[src/rtl/runner_scan_engine.sv]
// rtl/runner_scan_engine.sv - monster-jump game core: field scroll, jump FSM, collision, score, shared row scan
// Optional feature macro: RUNNER_LFSR_EN (LFSR obstacle generator instead of fixed 16-entry pattern).
module runner_scan_engine #(
    parameter int ROWS       = 8,
    parameter int COLS       = 8,
    parameter int PANELS     = 4,
    parameter int PLAYER_COL = 2,
    parameter int JUMP_H     = 3,
    parameter int AIR_TICKS  = 2,
    parameter int MIN_GAP    = 3,
    parameter int SCORE_W    = 8
) (
    input  logic                     clk,
    input  logic                     rst,
    input  logic                     scroll_tick,
    input  logic                     scan_en,
    input  logic                     jump,
    input  logic                     start,
    output logic [ROWS-1:0]          row_sel,
    output logic [PANELS*COLS-1:0]   col_data,
    output logic                     game_over,
    output logic [SCORE_W-1:0]       score
);

    localparam int F  = PANELS * COLS;
    localparam int RW = $clog2(ROWS);
    localparam int AW = (AIR_TICKS > 1) ? $clog2(AIR_TICKS) : 1;

    if (ROWS < JUMP_H + 3 || PLAYER_COL < 1 || PLAYER_COL >= F ||
        JUMP_H < 1 || AIR_TICKS < 1 || MIN_GAP < 0) begin : g_bad_cfg
        $error("runner_scan_engine: invalid parameter set");
    end

    typedef enum logic [1:0] {S_IDLE, S_RUN, S_OVER} game_t;
    typedef enum logic [1:0] {J_GROUND, J_RISE, J_AIR, J_FALL} jump_t;

    game_t              state, state_n;
    jump_t              js, js_n;
    logic [RW-1:0]      y, y_n;
    logic [AW-1:0]      air_cnt, air_n;
    logic               req, req_n;
    logic               jump_q;
    logic [F-1:0][1:0]  field;
    logic [1:0]         new_h;
    logic [RW-1:0]      r;
    logic [F-1:0]       col_n;
    logic               run_entry;
    logic               coll;
    logic               shift;

    assign run_entry = (state != S_RUN) && start;
    assign coll      = (state == S_RUN) && (RW'(field[PLAYER_COL]) > y);
    assign shift     = (state == S_RUN) && scroll_tick && !coll;

    always_ff @(posedge clk or negedge rst) begin
        if (!rst) state <= S_IDLE;
        else      state <= state_n;
    end

    always_comb begin
        state_n = state;
        case (state)
            S_IDLE:  if (start) state_n = S_RUN;
            S_RUN:   if (coll)  state_n = S_OVER;
            S_OVER:  if (start) state_n = S_RUN;
            default: state_n = S_IDLE;
        endcase
    end

    always_comb begin
        game_over = (state == S_OVER);
    end

    always_ff @(posedge clk or negedge rst) begin
        if (!rst) begin
            js      <= J_GROUND;
            y       <= '0;
            air_cnt <= '0;
            req     <= 1'b0;
            jump_q  <= 1'b0;
        end else begin
            js      <= js_n;
            y       <= y_n;
            air_cnt <= air_n;
            req     <= req_n;
            jump_q  <= jump;
        end
    end

    // A request is only latched on the ground; the tick that consumes it already lifts the player to y=1.
    always_comb begin
        js_n  = js;
        y_n   = y;
        air_n = air_cnt;
        req_n = req;
        if (run_entry) begin
            js_n  = J_GROUND;
            y_n   = '0;
            air_n = '0;
            req_n = 1'b0;
        end else if (state == S_RUN) begin
            if (js == J_GROUND && jump && !jump_q) req_n = 1'b1;
            if (shift) begin
                case (js)
                    J_GROUND: if (req) begin
                        req_n = 1'b0;
                        y_n   = RW'(1);
                        air_n = '0;
                        js_n  = (JUMP_H == 1) ? J_AIR : J_RISE;
                    end
                    J_RISE: begin
                        y_n = y + RW'(1);
                        if (y + RW'(1) == RW'(JUMP_H)) begin
                            js_n  = J_AIR;
                            air_n = '0;
                        end
                    end
                    J_AIR: begin
                        if (air_cnt == AW'(AIR_TICKS - 1)) js_n = J_FALL;
                        else                               air_n = air_cnt + AW'(1);
                    end
                    default: begin
                        y_n = y - RW'(1);
                        if (y == RW'(1)) js_n = J_GROUND;
                    end
                endcase
            end
        end
    end

`ifdef RUNNER_LFSR_EN
    localparam int GW = (MIN_GAP > 0) ? $clog2(MIN_GAP + 1) : 1;
    logic [7:0]    lfsr;
    logic [GW-1:0] gap;

    always_comb begin
        new_h = 2'd0;
        if (lfsr[2:0] == 3'd0 && gap >= GW'(MIN_GAP))
            new_h = 2'(lfsr[4:3] % 2'd3) + 2'd1;
    end

    always_ff @(posedge clk or negedge rst) begin
        if (!rst) begin
            lfsr <= 8'hA5;
            gap  <= '0;
        end else if (run_entry) begin
            lfsr <= 8'hA5;
            gap  <= '0;
        end else if (shift) begin
            lfsr <= {lfsr[6:0], lfsr[7] ^ lfsr[5] ^ lfsr[4] ^ lfsr[3]};
            if (new_h != 2'd0)              gap <= '0;
            else if (gap < GW'(MIN_GAP))    gap <= gap + GW'(1);
        end
    end
`else
    logic [3:0] idx;

    always_comb begin
        case (idx)
            4'd4:    new_h = 2'd1;
            4'd8:    new_h = 2'd2;
            4'd13:   new_h = 2'd3;
            default: new_h = 2'd0;
        endcase
    end

    always_ff @(posedge clk or negedge rst) begin
        if (!rst)           idx <= 4'd0;
        else if (run_entry) idx <= 4'd0;
        else if (shift)     idx <= idx + 4'd1;
    end
`endif

    always_ff @(posedge clk or negedge rst) begin
        if (!rst) begin
            field <= '0;
            score <= '0;
        end else if (run_entry) begin
            field <= '0;
            score <= '0;
        end else if (shift) begin
            field <= {new_h, field[F-1:1]};
            if (field[PLAYER_COL] != 2'd0 && score != {SCORE_W{1'b1}})
                score <= score + SCORE_W'(1);
        end
    end

    always_comb begin
        col_n = '0;
        for (int c = 0; c < F; c++)
            col_n[c] = (RW'(field[c]) > r) |
                       ((c == PLAYER_COL) && (r >= y) && (r <= y + RW'(2)));
    end

    // Blanking keys off the next state so the display goes dark on the same edge game_over rises.
    always_ff @(posedge clk or negedge rst) begin
        if (!rst) begin
            r        <= '0;
            row_sel  <= '0;
            col_data <= '0;
        end else if (state_n == S_OVER) begin
            r        <= '0;
            row_sel  <= '0;
            col_data <= '0;
        end else begin
            row_sel  <= ROWS'(1) << r;
            col_data <= col_n;
            if (scan_en) r <= (r == RW'(ROWS - 1)) ? '0 : r + RW'(1);
        end
    end

endmodule
[config.mk]
export PLATFORM = sky130hd
export DESIGN_NAME = runner_scan_engine
export DESIGN_NICKNAME = d
export VERILOG_FILES = /design/src/rtl/runner_scan_engine.sv
export SDC_FILE = /design/constraint.sdc
export NUM_CORES = 1
export LEC_CHECK = 0
export ABC_CLOCK_PERIOD_IN_PS = 3200
export CAP_MARGIN = 20
export CORE_AREA = 2 2 119 121
export DETAILED_ROUTE_END_ITERATION = 10
export DIE_AREA = 0 0 121 123
export GPL_TIMING_DRIVEN = 0
export HOLD_SLACK_MARGIN = 0.08
export MAX_ROUTING_LAYER = met4
export PLACE_DENSITY = 0.7
export SLEW_MARGIN = 40
export SYNTH_ARGS = -nofsm -noshare
export SYNTH_HDL_FRONTEND = slang
export SYNTH_SLANG_ARGS = --single-unit
[constraint.sdc]
create_clock -name clk -period 3.2 [get_ports clk]
set_input_delay 0.48 -clock clk [delete_from_list [all_inputs] [get_ports clk]]
set_output_delay 0.48 -clock clk [all_outputs]
set_load 0.02 [all_outputs]
# Yosys cells after proc, flatten, opt, wreduce, memory -nomap -nowiden
# Index checks and enable logic that the tools add are counted.
[op_classes] addsub=7 mul=0 div=0 order_cmp=35 eq_ne=17 shift=1 mux=42 n_bitwise=1 n_reduce_logical=24
[op_table] operator="two-way mux 64 bit" n=2
[op_table] operator="greater-than comparator 2 x 3 -> 1 bit" n=33
[op_table] operator="two-way mux 32 bit" n=1
[op_table] operator="two-way mux 8 bit" n=4
[op_table] operator="two-way mux 3 bit" n=7
[op_table] operator="two-way mux 2 bit" n=9
[op_table] operator="two-way mux 1 bit" n=12
[op_table] operator="one-hot mux 2 bit (3 select lines)" n=2
[op_table] operator="nonzero test 2 bit" n=5
[op_table] operator="!= test 3 bit, second input constant" n=3
[op_table] operator="one-hot mux 3 bit (3 select lines)" n=1
[op_table] operator="adder 8 x 1 -> 8 bit, second input constant" n=1
[op_table] operator="== test 4 bit, second input constant" n=2
[op_table] operator="logical AND 1 bit" n=8
[op_table] operator="two-way mux 4 bit" n=2
[op_table] operator="!= test 8 bit, second input constant" n=1
[op_table] operator="<< shifter 1 x 3 -> 8 bit, first input constant" n=1
[op_table] operator="adder 3 x 1 -> 3 bit, second input constant" n=2
[op_table] operator="== test 2 bit, second input constant" n=3
[op_table] operator="AND reduction 6 bit" n=1
[op_table] operator="AND reduction 5 bit" n=1
[op_table] operator="nonzero test 5 bit" n=1
[op_table] operator="adder 4 x 1 -> 4 bit, second input constant" n=1
[op_table] operator="== test 2 x 1 -> 1 bit, second input constant" n=2
[op_table] operator="20 further kinds" n=22
[totals] reg_bits=129 latchBits=0 ramBits=0 mem_bits_ro=0 inputBits=6 out_inout_bits=49 word_cells=170 mem_count=0

# Depth between registers and ports, before layout
[logic_depth] ltp_word=9 depth_mapped=9 mapped_depth_nobuf=7

# Worst setup path before layout
# No wires, ideal clock.
[synth_timing] path_type="reg2reg" startpoint="register r[0]" endpoint="register col_data[2]" setup_ns=0.125 t_arrival_ns=1.923 required_time_ns=3.075 slack_ns=1.151 stages_incl_launch_ff=8 n_path_buf=0 period_less_slack_ns=2.049 path_cell_list="dfrtp_1 -> inv_1 -> ha_1 -> nand2b_1 -> a21oi_1 -> nor2b_1 -> o22ai_1 -> a21oi_1"
[synth_via] elab_chain_cells=4 word_cells_on_any_way=6 cone_classes="3 x order compare; 1 x mux; 1 x bitwise; 1 x reduce/logical"
[synth_rtl] item="start: declaration" line_no="45" source="logic [RW-1:0] r;"
[synth_rtl] item="start signal: assignment" line_no="208" source="if (scan_en) r <= (r == RW'(ROWS - 1)) ? '0 : r + RW'(1);"
[synth_rtl] item="greater-or-equal comparator 3 bit / <= comparator 3 bit (equally long branches)"
[synth_rtl] item="logical AND 1 bit" line_no="192" source="((c == PLAYER_COL) && (r >= y) && (r <= y + RW'(2)));"
[synth_rtl] item="bitwise OR 1 bit (*)" line_no="191" source="col_n[c] = (RW'(field[c]) > r) |"
[synth_rtl] item="two-way mux 32 bit (*)" line_no="201" source="end else if (state_n == S_OVER) begin"
[synth_rtl] item="end signal: assignment" line_no="207" source="col_data <= col_n;"
[synth_rtl] item="end: declaration" line_no="20" source="output logic [PANELS*COLS-1:0] col_data,"
# Mark *: on every way between the ends. The rest lies on a longest branch, timed or not.
# A chain may end at the register's enable or synchronous reset.

# Final worst setup path
[layout_timing] startpoint="register y[1]" endpoint="register col_data[30]"
[layout_via] elab_chain_cells=6
[layout_rtl] item="start: declaration" line_no="39" source="logic [RW-1:0] y, y_n;"
[layout_rtl] item="start signal: assignment" line_no="83" source="y <= y_n;"
[layout_rtl] item="greater-than comparator 2 x 3 -> 1 bit" line_no="52" source="assign coll = (state == S_RUN) && (RW'(field[PLAYER_COL]) > y);"
[layout_rtl] item="logical AND 1 bit" line_no="52"
[layout_rtl] item="two-way mux 2 bit" line_no="64" source="S_RUN: if (coll) state_n = S_OVER;"
[layout_rtl] item="one-hot mux 2 bit (2 select lines)" line_no="62" source="case (state)"
[layout_rtl] item="== test 2 bit" line_no="201"
[layout_rtl] item="two-way mux 32 bit" line_no="201"
# No other way between the ends.

==> results.sh <==
export IMPL_synth_nets=764
export IMPL_gp_congestion=0.847
export IMPL_fin_setup_tns_ps=0
export IMPL_critPathTopFamily="compound AO/OA/AOI/OAI gates"
export IMPL_cts_buffers=17
export IMPL_cp_end_kind="flop"
export IMPL_diodes=0
export IMPL_ys_seq_elements=129
export IMPL_drcViolationCount=0
export IMPL_switching_share_pct=36.5
export IMPL_yosys_top_cells_count="129 x dfrtp_1, 89 x ha_1, 79 x nand2_1"
export IMPL_start_util_pct=49.4
export IMPL_yosysMostFrequentCell="dfrtp_1"
export IMPL_synth_ff_type="dfrtp_1"
export IMPL_synthSimpleGateAreaFrac_pct=14.2
export IMPL_dp_worst_setup_slack_ps=582
export IMPL_clock_latency_ps=420
export IMPL_die_x_um=121
export IMPL_setup_viol=0
export IMPL_yosys_area_top_type="dfrtp_1"
export IMPL_routed_wl_mm=14.1
export IMPL_pin_count=55
export IMPL_finalNetCount=839
export IMPL_synth_compound_area_share_pct=13.0
export IMPL_hp_start="field[48]"
export IMPL_arrival_ps=2910
export IMPL_io_buffer_count=54
export IMPL_drt_wirelength_per_cell_um=15.0
export IMPL_clock_path_buffers=2
export IMPL_power_mw=6.82
export IMPL_firstDrtPassIters=4
export IMPL_std_cell_rows=43
export IMPL_clkTransAtPathRegs_ps=60
export IMPL_cts_tree="done"
export IMPL_vias=5010
export IMPL_root_buffer="clkbuf_16"
export IMPL_worst_slew_pin_slew_ps=815
export IMPL_synthCells=669
export IMPL_worst_path_stages=8
export IMPL_yosys_top_cells_area="dfrtp_1 48%, ha_1 17%, nand3_1 5.3%, nand2_1 4.4%, inv_1 4.2%"
export IMPL_crit_start="y[1]"
export IMPL_cts_sinks=129
export IMPL_relSlewSlack_pct=45.6
export IMPL_antenna_found_initial=0
export IMPL_path_buf_inv=2
export IMPL_p_per_area_nw_per_um2=836
export IMPL_grtUsageTotal_pct=21.3
export IMPL_leakagePower_nw=3.91
export IMPL_min_path_cells=2
export IMPL_grt_pass1_vias=4948
export IMPL_postCtsSetupBuffers=0
export IMPL_worst_ir_drop_vdd_mv=0.401
export IMPL_drive_gt1_share_pct=8.86
export IMPL_fin_crit_ps=2620
export IMPL_crit_chain="inv_1 -> ha_1 -> nor2b_2 -> o21a_4 -> a22oi_4 -> nand2_1 -> buf_2 -> a211oi_1"
export IMPL_synthArstFlopShare_pct=100
export IMPL_seqPwrFrac_pct=31.2
export IMPL_fp_dieArea_sq_um=14900
export IMPL_maxCapViolations=0
export IMPL_die_h_um=123
export IMPL_power_internal_mw=4.33
export IMPL_ys_seq_area_share_pct=48.0
export IMPL_holdCritPathClass="flop to flop"
export IMPL_synth_adder_area_share_pct=16.6
export IMPL_pwr_share_comb_pct=39.4
export IMPL_hold_viol=0
export IMPL_finalCritPeriodShare_pct=81.9
export IMPL_ant_nets=0
export IMPL_slew_viol_final=0
export IMPL_power_net_switching_mw=2.49
export IMPL_crit_fanout=10
export IMPL_rr_startpoint="y[1]"
export IMPL_post_cts_resized=0
export IMPL_synth_xor_area_share_pct=0.651
export IMPL_viasPerCell=5.35
export IMPL_areaGrowthSynthToFinish_pct=21.3
export IMPL_synthMuxAreaShare_pct=1.25
export IMPL_drt_iter0_drc=318
export IMPL_grt_setup_unrepaired="no"
export IMPL_synthDistinctLibCells=50
export IMPL_dp_hpwl_mm=9.54
export IMPL_synth_area_sq_um=6720
export IMPL_cts_hold_buf=1
export IMPL_synth_edff_count=0
export IMPL_grt_max_degree=66
export IMPL_required_ps=3490
export IMPL_clock_power_share_pct=29.4
export IMPL_cp_start_kind="flop"
export IMPL_yosys_warnings=0
export IMPL_grt_pass1_wl_mm=24.1
export IMPL_worstSetupPathType="flop to flop"
export IMPL_finalClockSkew_ps=9.67
export IMPL_reg2reg_depth=8
export IMPL_overflow=0
export IMPL_synth_top_family_by_area="adder cells"
export IMPL_post_synth_top_area_fraction_pct=48.0
export IMPL_max_freq_ghz=0.382
export IMPL_run_status="finished clean"
export IMPL_critPathMaxStageDelay_ps=440
export IMPL_syn_mean_instance_area_sq_um=10.0
export IMPL_slowest_stage="dfrtp_1"
export IMPL_core_area_sq_um=13600
export IMPL_fin_ws_ps=579
export IMPL_htree_levels=4
==> sequential cells by signal (all words and copies together), names as in the netlist <==
| register | cells |
|---|---|
| idx | 4 |
| jump_q | 1 |
| r | 3 |
| req | 1 |
| score | 8 |
| y | 3 |
| air_cnt | 1 |
| state | 2 |
| js | 2 |
| row_sel | 8 |
| col_data | 32 |
| field | 64 |
==> through the flow <==
stage / util, % / cell area (sq um) / instances / hold slack, ps
2_1_floorplan: - / 6720 / 669 / 184
3_3_place_gp: 55.0 / 7490 / 903 / 476
3_5_place_dp: 55.3 / 7520 / 904 / 459
4_1_cts: 59.9 / 8150 / 936 / 502
5_1_grt: 59.9 / 8150 / 936 / 516
6_report: 59.9 / 8150 / 936 / 500
==> path summary, 6_finish.rpt <==
kind	slack [ps]	to
min	500	field[48]
max reg2reg	580	col_data[30]
min in group asynchronous	580	score[1]
max in group asynchronous	1930	col_data[11]
min reg2reg	500	field[48]
max	580	col_data[30]
==> per-layer routing <==
metal / part of all wire [%] / wire length, um / GRT usage (%) / up-vias
met1: 46 / 6540 / 27.4 / 2448
met2: 49 / 6880 / 33.3 / 75
met5: 0 / 0 / - / -
li1: - / - / - / 2460
met3: 2.5 / 355 / 4.01 / 27
met4: 2.2 / 304 / 9.23 / 0
==> worst reg2reg max path: stages, from the launching register on <==
cell      delay [ps]
dfrtp_1          440
inv_1            150
ha_1             340
nor2b_2          190
o21a_4           240
a22oi_4          290
nand2_1          240
buf_2            260
a211oi_1         340
==> final cells by class <==
| type | count | area [sq um] |
|---|---|---|
| well taps | 180 | 225 |
| repair buffers | 56 | 583 |
| multi-input cells | 437 | 3070 |
| fillers | 1136 | 5460 |
| plain buffers | 27 | 140 |
| clock inverters | 3 | 65.1 |
| flip-flops and latches | 129 | 3230 |
| clock buffers | 28 | 557 |
| inverters | 76 | 285 |
==> cells by family after synthesis <==
logic type / after synthesis
simple gates: 200
compound gates: 135
flops: 129
buf+inv: 103
fa+ha+maj: 89
mux: 8
xor+xnor: 5
==> power groups by stage <==
stage	registers, mW	clock network (mW)	logic, mW
3_3_place_gp	2.14	0	2.58
2_1_floorplan	2.38	0	1.46
3_5_place_dp	2.16	0	2.69
6_report	2.13	2.00	2.69
5_1_grt	2.17	2.11	3.02
4_1_cts	2.13	2.03	2.72
==> cells in the final DEF, fill, tap and decap left out, types with 4 or more instances in the layout <==
cell type	n
inv_1	75
xnor2_1	4
clkbuf_1	15
buf_2	11
clkdlybuf4s50_1	53
and3_1	7
a21oi_1	41
clkbuf_8	10
o21ai_0	38
ha_1	89
a211oi_1	34
nor2_1	15
nand2_1	79
nand3_1	71
clkbuf_16	17
mux2i_1	5
dfrtp_1	128
o31ai_1	6
Note: power is estimated with default switching activity, not from simulation.
